--- config.mk ---
export PLATFORM = sky130hd
export DESIGN_NAME = mp_add_seq
export DESIGN_NICKNAME = d
export VERILOG_FILES = /design/src/rtl/mp_add_pkg.sv /design/src/rtl/mp_add_cla16.sv /design/src/rtl/mp_add_seq.sv
export SDC_FILE = /design/constraint.sdc
export NUM_CORES = 1
export LEC_CHECK = 0
export CORE_ASPECT_RATIO = 1.2
export CORE_MARGIN = 2
export CORE_UTILIZATION = 35
export CTS_CLUSTER_SIZE = 8
export DETAILED_ROUTE_END_ITERATION = 16
export GPL_ROUTABILITY_DRIVEN = 0
export HOLD_SLACK_MARGIN = 0.03
export SETUP_SLACK_MARGIN = 0.3
export SLEW_MARGIN = 20
export SYNTH_ARGS = -nofsm -noshare
export SYNTH_HDL_FRONTEND = slang
export SYNTH_SLANG_ARGS = --single-unit
--- constraint.sdc ---
create_clock -name clk -period 4.8 [get_ports clk]
set_clock_uncertainty 0.15 [all_clocks]
set_input_delay 0.72 -clock clk [delete_from_list [all_inputs] [get_ports clk]]
set_output_delay 0.72 -clock clk [all_outputs]
set_load 0.005 [all_outputs]
--- src/rtl/mp_add_pkg.sv ---
// Shared definitions for the multi-precision add/subtract sequencer.
package mp_add_pkg;

  // Native width of the team carry-lookahead adder.
  localparam int unsigned MP_WORD_W = 16;

  typedef enum logic [1:0] {
    ST_IDLE  = 2'd0,
    ST_RUN   = 2'd1,
    ST_DRAIN = 2'd2,
    ST_DONE  = 2'd3
  } mp_state_e;

  // 4-bit lookahead group: returns {group generate, group propagate}.
  function automatic logic [1:0] cla_group(input logic [3:0] g, input logic [3:0] p);
    logic gg;
    logic gp;
    gg = g[3] | (p[3] & g[2]) | (p[3] & p[2] & g[1]) | (p[3] & p[2] & p[1] & g[0]);
    gp = &p;
    return {gg, gp};
  endfunction

endpackage

--- src/rtl/mp_add_cla16.sv ---
// Team 16-bit carry-lookahead adder: four 4-bit groups with a lookahead carry unit.
// Purely combinational.
module mp_add_cla16
  import mp_add_pkg::*;
(
  input  logic [MP_WORD_W-1:0] a,
  input  logic [MP_WORD_W-1:0] b,
  input  logic                 cin,
  output logic [MP_WORD_W-1:0] s,
  output logic                 cout
);

  logic [15:0] g;
  logic [15:0] p;
  logic [3:0]  grp_g;
  logic [3:0]  grp_p;
  logic [4:0]  gc;

  assign g = a & b;
  assign p = a ^ b;

  // Group generate/propagate terms.
  always_comb begin
    logic [1:0] gp;
    grp_g = '0;
    grp_p = '0;
    for (int k = 0; k < 4; k++) begin
      gp       = cla_group(g[4*k +: 4], p[4*k +: 4]);
      grp_g[k] = gp[1];
      grp_p[k] = gp[0];
    end
  end

  // Lookahead carries into each group, flattened so no group waits on another.
  assign gc[0] = cin;
  assign gc[1] = grp_g[0] | (grp_p[0] & cin);
  assign gc[2] = grp_g[1] | (grp_p[1] & grp_g[0]) | (grp_p[1] & grp_p[0] & cin);
  assign gc[3] = grp_g[2] | (grp_p[2] & grp_g[1]) | (grp_p[2] & grp_p[1] & grp_g[0])
               | (grp_p[2] & grp_p[1] & grp_p[0] & cin);
  assign gc[4] = grp_g[3] | (grp_p[3] & grp_g[2]) | (grp_p[3] & grp_p[2] & grp_g[1])
               | (grp_p[3] & grp_p[2] & grp_p[1] & grp_g[0])
               | (grp_p[3] & grp_p[2] & grp_p[1] & grp_p[0] & cin);
  assign cout  = gc[4];

  // Sum bits; carries inside a group are resolved from that group's lookahead carry.
  always_comb begin
    logic c_loc;
    s     = '0;
    c_loc = 1'b0;
    for (int k = 0; k < 4; k++) begin
      c_loc = gc[k];
      for (int j = 0; j < 4; j++) begin
        s[4*k+j] = p[4*k+j] ^ c_loc;
        c_loc    = g[4*k+j] | (p[4*k+j] & c_loc);
      end
    end
  end

endmodule

--- src/rtl/mp_add_seq.sv ---
// Multi-precision add/subtract sequencer: streams LS-word-first operand pairs through the
// 16-bit CLA adder, chaining carry across cycles, with a single-entry ready/valid output.
// Optional macro MPADD_ZFLAG_EN adds the 'zero' result flag.
module mp_add_seq
  import mp_add_pkg::*;
#(
  parameter int unsigned WORD_W    = MP_WORD_W,
  parameter int unsigned MAX_WORDS = 8,
  parameter int unsigned LEN_W     = 3
) (
  input  logic              clk,
  input  logic              reset_n,
  input  logic              start,
  input  logic [LEN_W-1:0]  len,
  input  logic              sub,
  output logic              busy,
  input  logic              in_valid,
  output logic              in_ready,
  input  logic [WORD_W-1:0] in_a,
  input  logic [WORD_W-1:0] in_b,
  output logic              out_valid,
  input  logic              out_ready,
  output logic [WORD_W-1:0] out_s,
  output logic              out_last,
  output logic              done,
  output logic              carry_out,
  output logic              overflow
`ifdef MPADD_ZFLAG_EN
  ,
  output logic              zero
`endif
);

  mp_state_e         state_q, state_d;
  logic [LEN_W-1:0]  len_q;
  logic [LEN_W-1:0]  count_q;
  logic              sub_q;
  logic              carry_q;

  logic [WORD_W-1:0] b_eff;
  logic [WORD_W-1:0] sum;
  logic              cout;
  logic              start_go;
  logic              accept;
  logic              out_fire;
  logic              is_last;
  logic              ovf_word;

  assign b_eff    = sub_q ? ~in_b : in_b;
  assign start_go = (state_q == ST_IDLE) && start;
  assign in_ready = (state_q == ST_RUN) && (!out_valid || out_ready);
  assign accept   = in_valid && in_ready;
  assign out_fire = out_valid && out_ready;
  // Second term keeps the counter from wrapping even if len_q were out of range.
  assign is_last  = (count_q == len_q) || (count_q == LEN_W'(MAX_WORDS - 1));
  assign ovf_word = (in_a[WORD_W-1] == b_eff[WORD_W-1]) && (sum[WORD_W-1] != in_a[WORD_W-1]);
  assign busy     = (state_q != ST_IDLE);
  assign done     = (state_q == ST_DONE);

  mp_add_cla16 u_cla (
    .a    (in_a),
    .b    (b_eff),
    .cin  (carry_q),
    .s    (sum),
    .cout (cout)
  );

  // FSM state register.
  always_ff @(posedge clk or negedge reset_n) begin
    if (!reset_n) state_q <= ST_IDLE;
    else          state_q <= state_d;
  end

  // FSM next-state logic.
  always_comb begin
    state_d = state_q;
    unique case (state_q)
      ST_IDLE:  if (start) state_d = ST_RUN;
      ST_RUN:   if (accept && is_last) state_d = ST_DRAIN;
      ST_DRAIN: if (out_fire && out_last) state_d = ST_DONE;
      ST_DONE:  state_d = ST_IDLE;
      default:  state_d = ST_IDLE;
    endcase
  end

  // Operation context, carry chain, output register and result flags.
  always_ff @(posedge clk or negedge reset_n) begin
    if (!reset_n) begin
      len_q     <= '0;
      count_q   <= '0;
      sub_q     <= 1'b0;
      carry_q   <= 1'b0;
      out_s     <= '0;
      out_valid <= 1'b0;
      out_last  <= 1'b0;
      carry_out <= 1'b0;
      overflow  <= 1'b0;
    end else begin
      if (start_go) begin
        len_q     <= len;
        sub_q     <= sub;
        carry_q   <= sub;  // +1 of the two's complement for subtraction
        count_q   <= '0;
        carry_out <= 1'b0;
        overflow  <= 1'b0;
      end
      if (accept) begin
        out_s     <= sum;
        out_valid <= 1'b1;
        out_last  <= is_last;
        carry_q   <= cout;
        if (!is_last) count_q <= count_q + LEN_W'(1);
        if (is_last) begin
          carry_out <= sub_q ? ~cout : cout;  // report borrow, not carry, for subtraction
          overflow  <= ovf_word;
        end
      end else if (out_fire) begin
        out_valid <= 1'b0;
        out_last  <= 1'b0;
      end
    end
  end

`ifdef MPADD_ZFLAG_EN
  logic zero_acc_q;

  // Running all-words-zero accumulator; published to 'zero' on the last accept.
  always_ff @(posedge clk or negedge reset_n) begin
    if (!reset_n) begin
      zero_acc_q <= 1'b0;
      zero       <= 1'b0;
    end else if (start_go) begin
      zero_acc_q <= 1'b1;
      zero       <= 1'b0;
    end else if (accept) begin
      zero_acc_q <= zero_acc_q && (sum == '0);
      if (is_last) zero <= zero_acc_q && (sum == '0);
    end
  end
`endif

endmodule
==> flow_summary.toml, run 1 <==
[synth]
ys_types = 38
ys.warnings.count = 0
ys_ff_latch = 30
synth-async-reset-ratio_pct = 100
syn_area_sq_um = 2180
synthDominantCellAreaShare_pct = 34.4
synth_largest_area_cell = "dfrtp_1"
yosysSeqAreaShare_pct = 34.4
synth_ff_type = "dfrtp_1"
yosysMostFrequentCell = "dfrtp_1"
netlist_top_cells_count = "dfrtp_1 (30), inv_1 (26), ha_1 (23)"
yosys-top-cells-area = "dfrtp_1 (34%), ha_1 (13%), fa_1 (11%)"
syn_avg_cell_area_sq_um = 10.3
synth_edf_count = 0
synthCells = 212
syn_nets = 288

[worst_setup_path]
critPathMaxFanout = 4
max_stage_delay_ps = 420
crit_arrival_ps = 3810
crit_path_start_kind = "input pin"
cp-startpoint = "in_b[3]"
path_delay_family = "adder cells"
path_common_cell = "fa_1"
path_class = "input pin to register"
cp_slowest_cell = "fa_1"
cp.required_ps = 4840
critPathBufInv = 2
cp-end-kind = "register"
reg2reg_from = "sub_q"
path_cells = "clkdlybuf4s50_1, xor2_1, ha_1, nand3_1, a2bb2oi_1, o21a_2, inv_1, a21oi_1, fa_1, fa_1, fa_1, xor2_1, o31ai_1"

[cts]
clk_latency_ps = 280
htreeDepth = 2
clock_sinks = 30
post_cts_buffers = 0
cts_resized = 0
clock_path_buffers = 2
hold_buffers = 0
cts_tree = "built"
cts-root-buf = "clkbuf_8"
cts_made_buffers = 5
path_clk_slew_ps = 60

[run]
max_cap_viol_count = 0

[global_routing]
overflow = 0
grt_max_degree = 36
antenna_found_initial = 0
first_global_vias = 1584
grt_pass1_wl_mm = 7.15
grt.total_usage_pct = 13.0

[outcome]
status = "finished clean"

[die]
start_util_pct = 36.3
die_w_microns = 76.0
dieArea_sq_um = 6880
io_pins = 64
rows = 31
coreArea_sq_um = 6010
die_h_microns = 90.4

[sta]
setup_viol = 0
hold_viol = 0
rsz0062_at_grt = "no"
fin_crit_ps = 3780
clock.fmax_ghz = 0.265
setup_slack_ps = 1020
worst_slew_pin_slew_ps = 661
fin_setup_tns_ps = 0
post-route-period-util_pct = 78.7
slew_headroom_pct = 55.9
maxSlewViolCount = 0

[cells_and_area]
diodes = 0
layout.cells.non_filler = 362
area_delta_synth_final_pct = 37.7
final_nets = 355
fin_util_pct = 49.9
drive_gt1_share_pct = 8.21

[placed_design]
dp_cells = 354
preCtsSetupSlack_ps = 707
dp_hpwl_mm = 3.49
port_buffers = 63

[drt]
drt-total-wl_mm = 4.30
drt_pass1_iterations = 4
vias = 1637
wl_per_cell_microns = 11.9
drt_iter0_drc = 53
drt-vias-per-instance = 4.52
detail-route-antenna-nets = 0
drcViolationCount = 0

[worst_hold_path]
hold_start = "out_s[12]"
hold_class = "register to register"

[power_and_ir_drop]
peakVddDrop_mv = 0.210
power.total_mw = 1.63
powerDensity_nw_per_um2 = 542
power_leakage_nw = 1.42
metrics by stage:
step                      instance area (sq um)  hold slack [ps]
after global routing                       3000              353
after detailed placement                   2910              319
after CTS                                  3000              335
final                                      3000              325
after global placement                     2910              315
after floorplan                            2180              274
worst register-to-register path, delay by kind of cell, from the launching register on:
kind | cells | cell delay (ps)
buffers and inverters | 1 | 310
AO/OA/AOI/OAI | 3 | 580
adder cells (fa/ha/maj) | 4 | 1530
XOR/XNOR | 2 | 280
AND/OR/NAND/NOR | 1 | 70
flip-flops | 1 | 660
worst paths after layout:
| path | to | slack [ps] | depth (start not counted) |
|---|---|---|---|
| setup / recovery | overflow | 1020 | 13 |
| hold / removal | out_s[12] | 330 | 2 |
| setup reg to reg | overflow | 1130 | 11 |
| hold reg to reg | out_s[12] | 330 | 2 |
| max in group asynchronous | out_s[8] | 3540 | 2 |
| min in group asynchronous | count_q[2] | 680 | 2 |
state kept, by name, summed over array words and instances, names as in the netlist:
name       count
carry_q        1
overflow       1
carry_out      1
len_q          3
state_q        2
count_q        3
out_valid      1
sub_q          1
out_s         16
out_last       1
logic make-up after synthesis:
family	synth area share, %
AOI/OAI and AO/OA	11.1
xor gates and xnor gates	9.64
adders and majority gates	24.2
buffers and inverters	5.51
DFF	34.4
muxes	4.76
and+or+nand+nor	10.3
placed cells by master (no fill, tap or decap), drive strengths merged, types with 2 or more instances in the layout:
cell and n:
a21o 4, a21oi 6, xnor2 6, o21ai 17
fa 12, nand3 12, xor2 18, nand2 22
nor2 3, buf 2, mux2 8, and3 2
dfrtp 30, ha 23, a221oi 2, clkbuf 6
clkdlybuf4s50 63, inv 26, nand2b 2, o21a 2
per-layer routing:
| layer | part of all wire, % | global-route usage, % | vias to the layer above |
|---|---|---|---|
| met5 | 0 | 0 | - |
| met4 | 0.77 | 3.94 | 0 |
| met3 | 5.0 | 3.80 | 4 |
| met2 | 51 | 23.0 | 45 |
| met1 | 43 | 15.3 | 745 |
| li1 | - | - | 843 |
report_power, final:
group	switching (mW)	total [mW]	internal (mW)
Combinational	0.448	0.956	0.508
Clock	0.0956	0.211	0.115
Sequential	0.0915	0.461	0.369
Total	0.635	1.63	0.993
final cells by class:
class                           instances  area (sq um)
Clock buffer                            6          82.6
Timing Repair Buffer                   65           646
Tap cell                               82           103
Sequential cell                        30           751
Clock inverter                          2          12.5
Inverter                               26          97.6
Multi-Input combinational cell        151          1310
Fill cell                             580          3010
(Power assumes the default switching activity.)
==> run 2: changes to the inputs <==
clock period = 3.1 ns   (was 4.8 ns; I/O delays follow)
==> run 2 against run 1 <==
The flow now finishes with violations (negative setup slack). Critical path depth unchanged. Worst hold slack better by 5.5 ps. Clock-buffer cell count increased by 1. Sequential share of layout area shrank 2.8 points. Final area is 13% higher. Final cell count grew 7.5%. Utilization increased by 6.3 points. Via count up 7.6%. Non-clock buffer count increased by 28. Global-route usage increased by 1.3 points. Register-to-register slack got worse by 1300 ps. Largest cell class unchanged. Largest power group unchanged.
==> flow_summary.toml, run 2 (same netlist as run 1, synthesis figures left out) <==
[outcome]
status = "complete, but fails checks"
violations = "negative setup slack"

[global_routing]
grt_max_degree = 31
first_global_vias = 1750
grt_pass1_wl_mm = 7.89
antenna_found_initial = 0
overflow = 0
grt.total_usage_pct = 14.4

[power_and_ir_drop]
p_clk_share_pct = 9.8
power_switching_mw = 1.11
power_switching_share_pct = 37.6
powerDensity_nw_per_um2 = 876
peakVddDrop_mv = 0.391
p_comb_share_pct = 66.4
seq_power_share_pct = 23.8
power_leakage_nw = 1.61
power.total_mw = 2.96
p_int_mw = 1.85

[placed_design]
dp_hpwl_mm = 3.70
port_buffers = 63
dp_cells = 376

[cts]
htreeDepth = 2
cts_tree = "built"
hold_buffers = 0
clock_sinks = 30
cts-root-buf = "clkbuf_8"
clk_latency_ps = 270
cts_made_buffers = 5
clock_path_buffers = 2
path_clk_slew_ps = 60

[drt]
drt-vias-per-instance = 4.53
vias = 1761
drt_iter0_drc = 30
drcViolationCount = 0
detail-route-antenna-nets = 0
wl_per_cell_microns = 12.0
drt_pass1_iterations = 4
drt-total-wl_mm = 4.67

[die]
die_w_microns = 76.0
coreArea_sq_um = 6010
io_pins = 64
die_h_microns = 90.4
dieArea_sq_um = 6880
start_util_pct = 36.3
rows = 31

[cells_and_area]
layout_common_cells = "clkdlybuf4s50_1 (57), dfrtp_1 (29), buf_4 (27), inv_1 (23), ha_1 (22)"
largest_reg_flops = 16
final_nets = 383
area_delta_synth_final_pct = 54.9
layout.cells.non_filler = 389
top_register = "out_s"
mostFrequentLayoutCell = "clkdlybuf4s50_1"
drive_gt1_share_pct = 24.8
diodes = 0
fin_util_pct = 56.2
final.fill_count = 536
largestRegisters = "out_s (16), count_q (3), len_q (3)"

[sta]
setup_slack_ps = -185
setup_viol = 5
clock.fmax_ghz = 0.304
fin_setup_tns_ps = -554
worst_slew_pin_slew_ps = 448
post-route-period-util_pct = 106
fin_crit_ps = 3280
rsz0062_at_grt = "yes"
slew_headroom_pct = 70.1
hold_viol = 0
maxSlewViolCount = 0

[worst_setup_path]
path_delay_family = "adder cells"
critPathBufInv = 2
cp.required_ps = 3140
crit_arrival_ps = 3320
path_class = "register to register"
max_stage_delay_ps = 440
rr_endpoint = "overflow"
path_common_cell = "fa_2"
critPathMaxFanout = 5
cp-end-kind = "register"
path_cells = "buf_12, xor2_2, ha_1, and3_4, nand2_2, o21a_4, inv_2, a21oi_2, fa_2, fa_2, fa_2, xor2_1, o31ai_1"
r2r_cells = 13
reg2reg_from = "sub_q"
crit_path_start_kind = "register"
r2r_slack_ps = -180
cp_slowest_cell = "dfrtp_2"

[run]
max_cap_viol_count = 0

[worst_hold_path]
hold_start = "out_s[12]"
hold_class = "register to register"
whs_path_depth = 2
min_to = "out_s[12]"
run 2: cell count changes in the layout (fill, tap and decap cells not counted), sizes merged:
cell | previous run | this run
buf | 2 | 29
clkbuf | 6 | 8
clkdlybuf4s50 | 63 | 57
clkinv | 1 | 0
clkinvlp | 1 | 0
dlygate4sd2 | 0 | 4
dlymetal6s2s | 0 | 2
run 2: worst max-delay path by stage:
stage                 start  slack [ps]        to  cells past startpoint
floorplan             sub_q        -180  overflow                     14
global placement    in_b[2]        -500  overflow                     13
detailed placement  in_b[0]        -550  overflow                     13
CTS                   sub_q        -180  overflow                     13
global route          sub_q        -310  overflow                     13
finish                sub_q        -180  overflow                     13
run 2: final cells by class:
class                      instances  area [sq um]  share of cell area, %
timing repair buffer              93           898                   26.6
inverter                          26          97.6                   2.89
tap                               82           103                   3.04
sequential                        30           752                   22.3
clock buffer                       7          76.3                   2.26
multi-input combinational        151          1450                   42.9
run 2: what timing repair did:
item                       in CTS  in global routing
gates cloned                    0                  1
pin swaps                       3                 10
gates resized for setup        11                 24
buffers inserted                3                  2
setup endpoints to repair      10                 11
run 2: layer usage:
layer  wire length (microns)  global-route usage [%]  up-vias
met1                    1920                    17.1      826
li1                        -                       -      891
met3                     221                    3.90        5
met4                      64                    4.55        0
met5                       0                       0        -
met2                    2470                    25.2       39
run 2: power groups by stage:
stage	sequential (mW)	combinational, mW	clock (mW)
floorplan	0.688	1.02	0
global placement	0.705	1.72	0
detailed placement	0.705	1.77	0
CTS	0.701	1.83	0.299
global route	0.730	2.22	0.316
finish	0.703	1.97	0.289
run 2: tightest hold or removal path: cells and delay by family (launching register included):
family | cells | cell delay [ps]
DFF | 1 | 340
AOI/OAI and AO/OA | 1 | 60
and+or+nand+nor | 1 | 50
run 2: stage by stage:
step                      instance area (sq um)  hold WS (ps)  setup slack, ps
after floorplan                            2220          19.4             -181
after global placement                     3120           314             -500
after detailed placement                   3120           323             -553
after CTS                                  3240           337             -176
after global routing                       3380           355             -305
final                                      3380           331             -185
==> run 3: changes to the inputs <==
CTS_BUF_LIST = sky130_fd_sc_hd__clkbuf_16   (was not set)
==> run 3 against run 2 <==
Final cell count is 0.51% lower. Final area is 0.56% lower. Power is 2.1% higher. Largest cell class unchanged. The run still ends with negative setup slack left. Critical endpoint unchanged.
==> flow_summary.toml, run 3 (same netlist as run 1, synthesis figures left out) <==
[outcome]
status = "complete, but fails checks"
violations = "negative setup slack"

[sta]
maxSlewViolCount = 0
slew_headroom_pct = 70.6
post-route-period-util_pct = 106
setup_viol = 5
rsz0062_at_grt = "yes"
hold_ws_ps = 328
hold_viol = 0
setup_slack_ps = -176
fin_setup_tns_ps = -530
worst_slew_pin_slew_ps = 440
clock.fmax_ghz = 0.305
fin_crit_ps = 3280

[drt]
drt_pass1_iterations = 4
vias = 1742
drt-vias-per-instance = 4.50
wl_per_cell_microns = 11.7
drt_iter0_drc = 43
drt-total-wl_mm = 4.51
detail-route-antenna-nets = 0
drcViolationCount = 0

[power_and_ir_drop]
peakVddDrop_mv = 0.397
power_leakage_nw = 1.61
powerDensity_nw_per_um2 = 899
power.total_mw = 3.02

[cts]
cts_tree = "built"
path_clk_slew_ps = 50
clk_latency_ps = 270
htreeDepth = 2
cts-root-buf = "clkbuf_16"
clock_sinks = 30
cts_made_buffers = 5
clock_path_buffers = 2

[die]
start_util_pct = 36.3
coreArea_sq_um = 6010
io_pins = 64
rows = 31
dieArea_sq_um = 6880
die_h_microns = 90.4
die_w_microns = 76.0

[placed_design]
preCtsSetupSlack_ps = -553
port_buffers = 63
place_area_sq_um = 3120
dp_cells = 376
dp_hpwl_mm = 3.70

[worst_setup_path]
path_class = "register to register"
r2r_cells = 13
max_stage_delay_ps = 390
cp_slowest_cell = "dfrtp_1"
r2r_slack_ps = -180
critPathMaxFanout = 10
path_cells = "buf_12, xor2_2, ha_1, and3_4, nand2_1, o21a_2, inv_2, a21oi_2, fa_2, fa_2, fa_2, xor2_1, o31ai_1"
cp-end-kind = "register"
rr_endpoint = "overflow"
cp.required_ps = 3130
crit_arrival_ps = 3300
reg2reg_from = "sub_q"
path_common_cell = "fa_2"
crit_path_start_kind = "register"

[cells_and_area]
layout.cells.non_filler = 387
final_nets = 381
area_delta_synth_final_pct = 54.1
largestRegisters = "out_s (16), count_q (3), len_q (3)"
layout_common_cells = "clkdlybuf4s50_1 (56), dfrtp_1 (30), buf_4 (26), inv_1 (25), ha_1 (23)"
mostFrequentLayoutCell = "clkdlybuf4s50_1"
finalInstanceArea_sq_um = 3360
top_register = "out_s"
fin_util_pct = 55.9
drive_gt1_share_pct = 23.0
largest_reg_flops = 16
diodes = 0

[global_routing]
first_global_vias = 1763
grt.total_usage_pct = 14.5
grt_max_degree = 31
antenna_found_initial = 0
grt_pass1_wl_mm = 8.00
overflow = 0

[worst_hold_path]
whs_path_depth = 2
hold_start = "out_s[12]"
hold_class = "register to register"
min_to = "out_s[12]"

[run]
max_cap_viol_count = 0
-- run 3: cell count changes in the layout (fill, tap and decap cells not counted), sizes merged --
cell,change
clkbuf,-3
inv,+2
buf,-1
clkdlybuf4s50,-1
dlymetal6s2s,-1
dlygate4sd2,+2
-- run 3: critical path, delay by kind of cell (launching register included) --
family	cells	cell delay, ps
compound gates	3	480
xor+xnor	2	350
fa+ha+maj	4	1350
simple gates	2	240
flops	1	390
buf+inv	2	220
-- run 3: what timing repair did --
| item | CTS | global route |
|---|---|---|
| endpoints found under the setup margin | 11 | 11 |
| gates cloned | 0 | 0 |
| buffers inserted | 3 | 1 |
| gates resized for setup | 18 | 10 |
| hold buffers | 0 | 0 |
| pin swaps | 8 | 6 |
-- run 3: worst max-delay path by stage --
| stage | start | endpoint | slack (ps) | depth (start not counted) |
|---|---|---|---|---|
| floorplan | sub_q | overflow | -180 | 14 |
| global placement | in_b[2] | overflow | -500 | 13 |
| detailed placement | in_b[0] | overflow | -550 | 13 |
| CTS | sub_q | overflow | -190 | 13 |
| global route | in_b[1] | overflow | -290 | 13 |
| finish | sub_q | overflow | -180 | 13 |
-- run 3: area by class of cell --
type                       instances  area (sq um)
clock inverter                     2          7.51
sequential                        30           751
multi-input combinational        151          1410
clock buffer                       5           125
tap                               82           103
timing repair buffer              91           861
fill                             539          2650
inverter                          26          97.6
-- run 3: power by group --
part / leakage [nW] / switching (mW) / internal (mW)
Sequential: 0.377 / 0.124 / 0.574
Clock: 0.0723 / 0.149 / 0.285
Combinational: 1.16 / 0.824 / 1.06
Total: 1.61 / 1.10 / 1.92
-- run 3: per-layer routing --
| metal | vias up | track usage [%] | wire length (microns) |
|---|---|---|---|
| met3 | 2 | 3.90 | 214 |
| met4 | 0 | 3.64 | 19 |
| li1 | 893 | - | - |
| met5 | - | 0 | 0 |
| met1 | 808 | 17.4 | 1850 |
| met2 | 39 | 25.8 | 2430 |
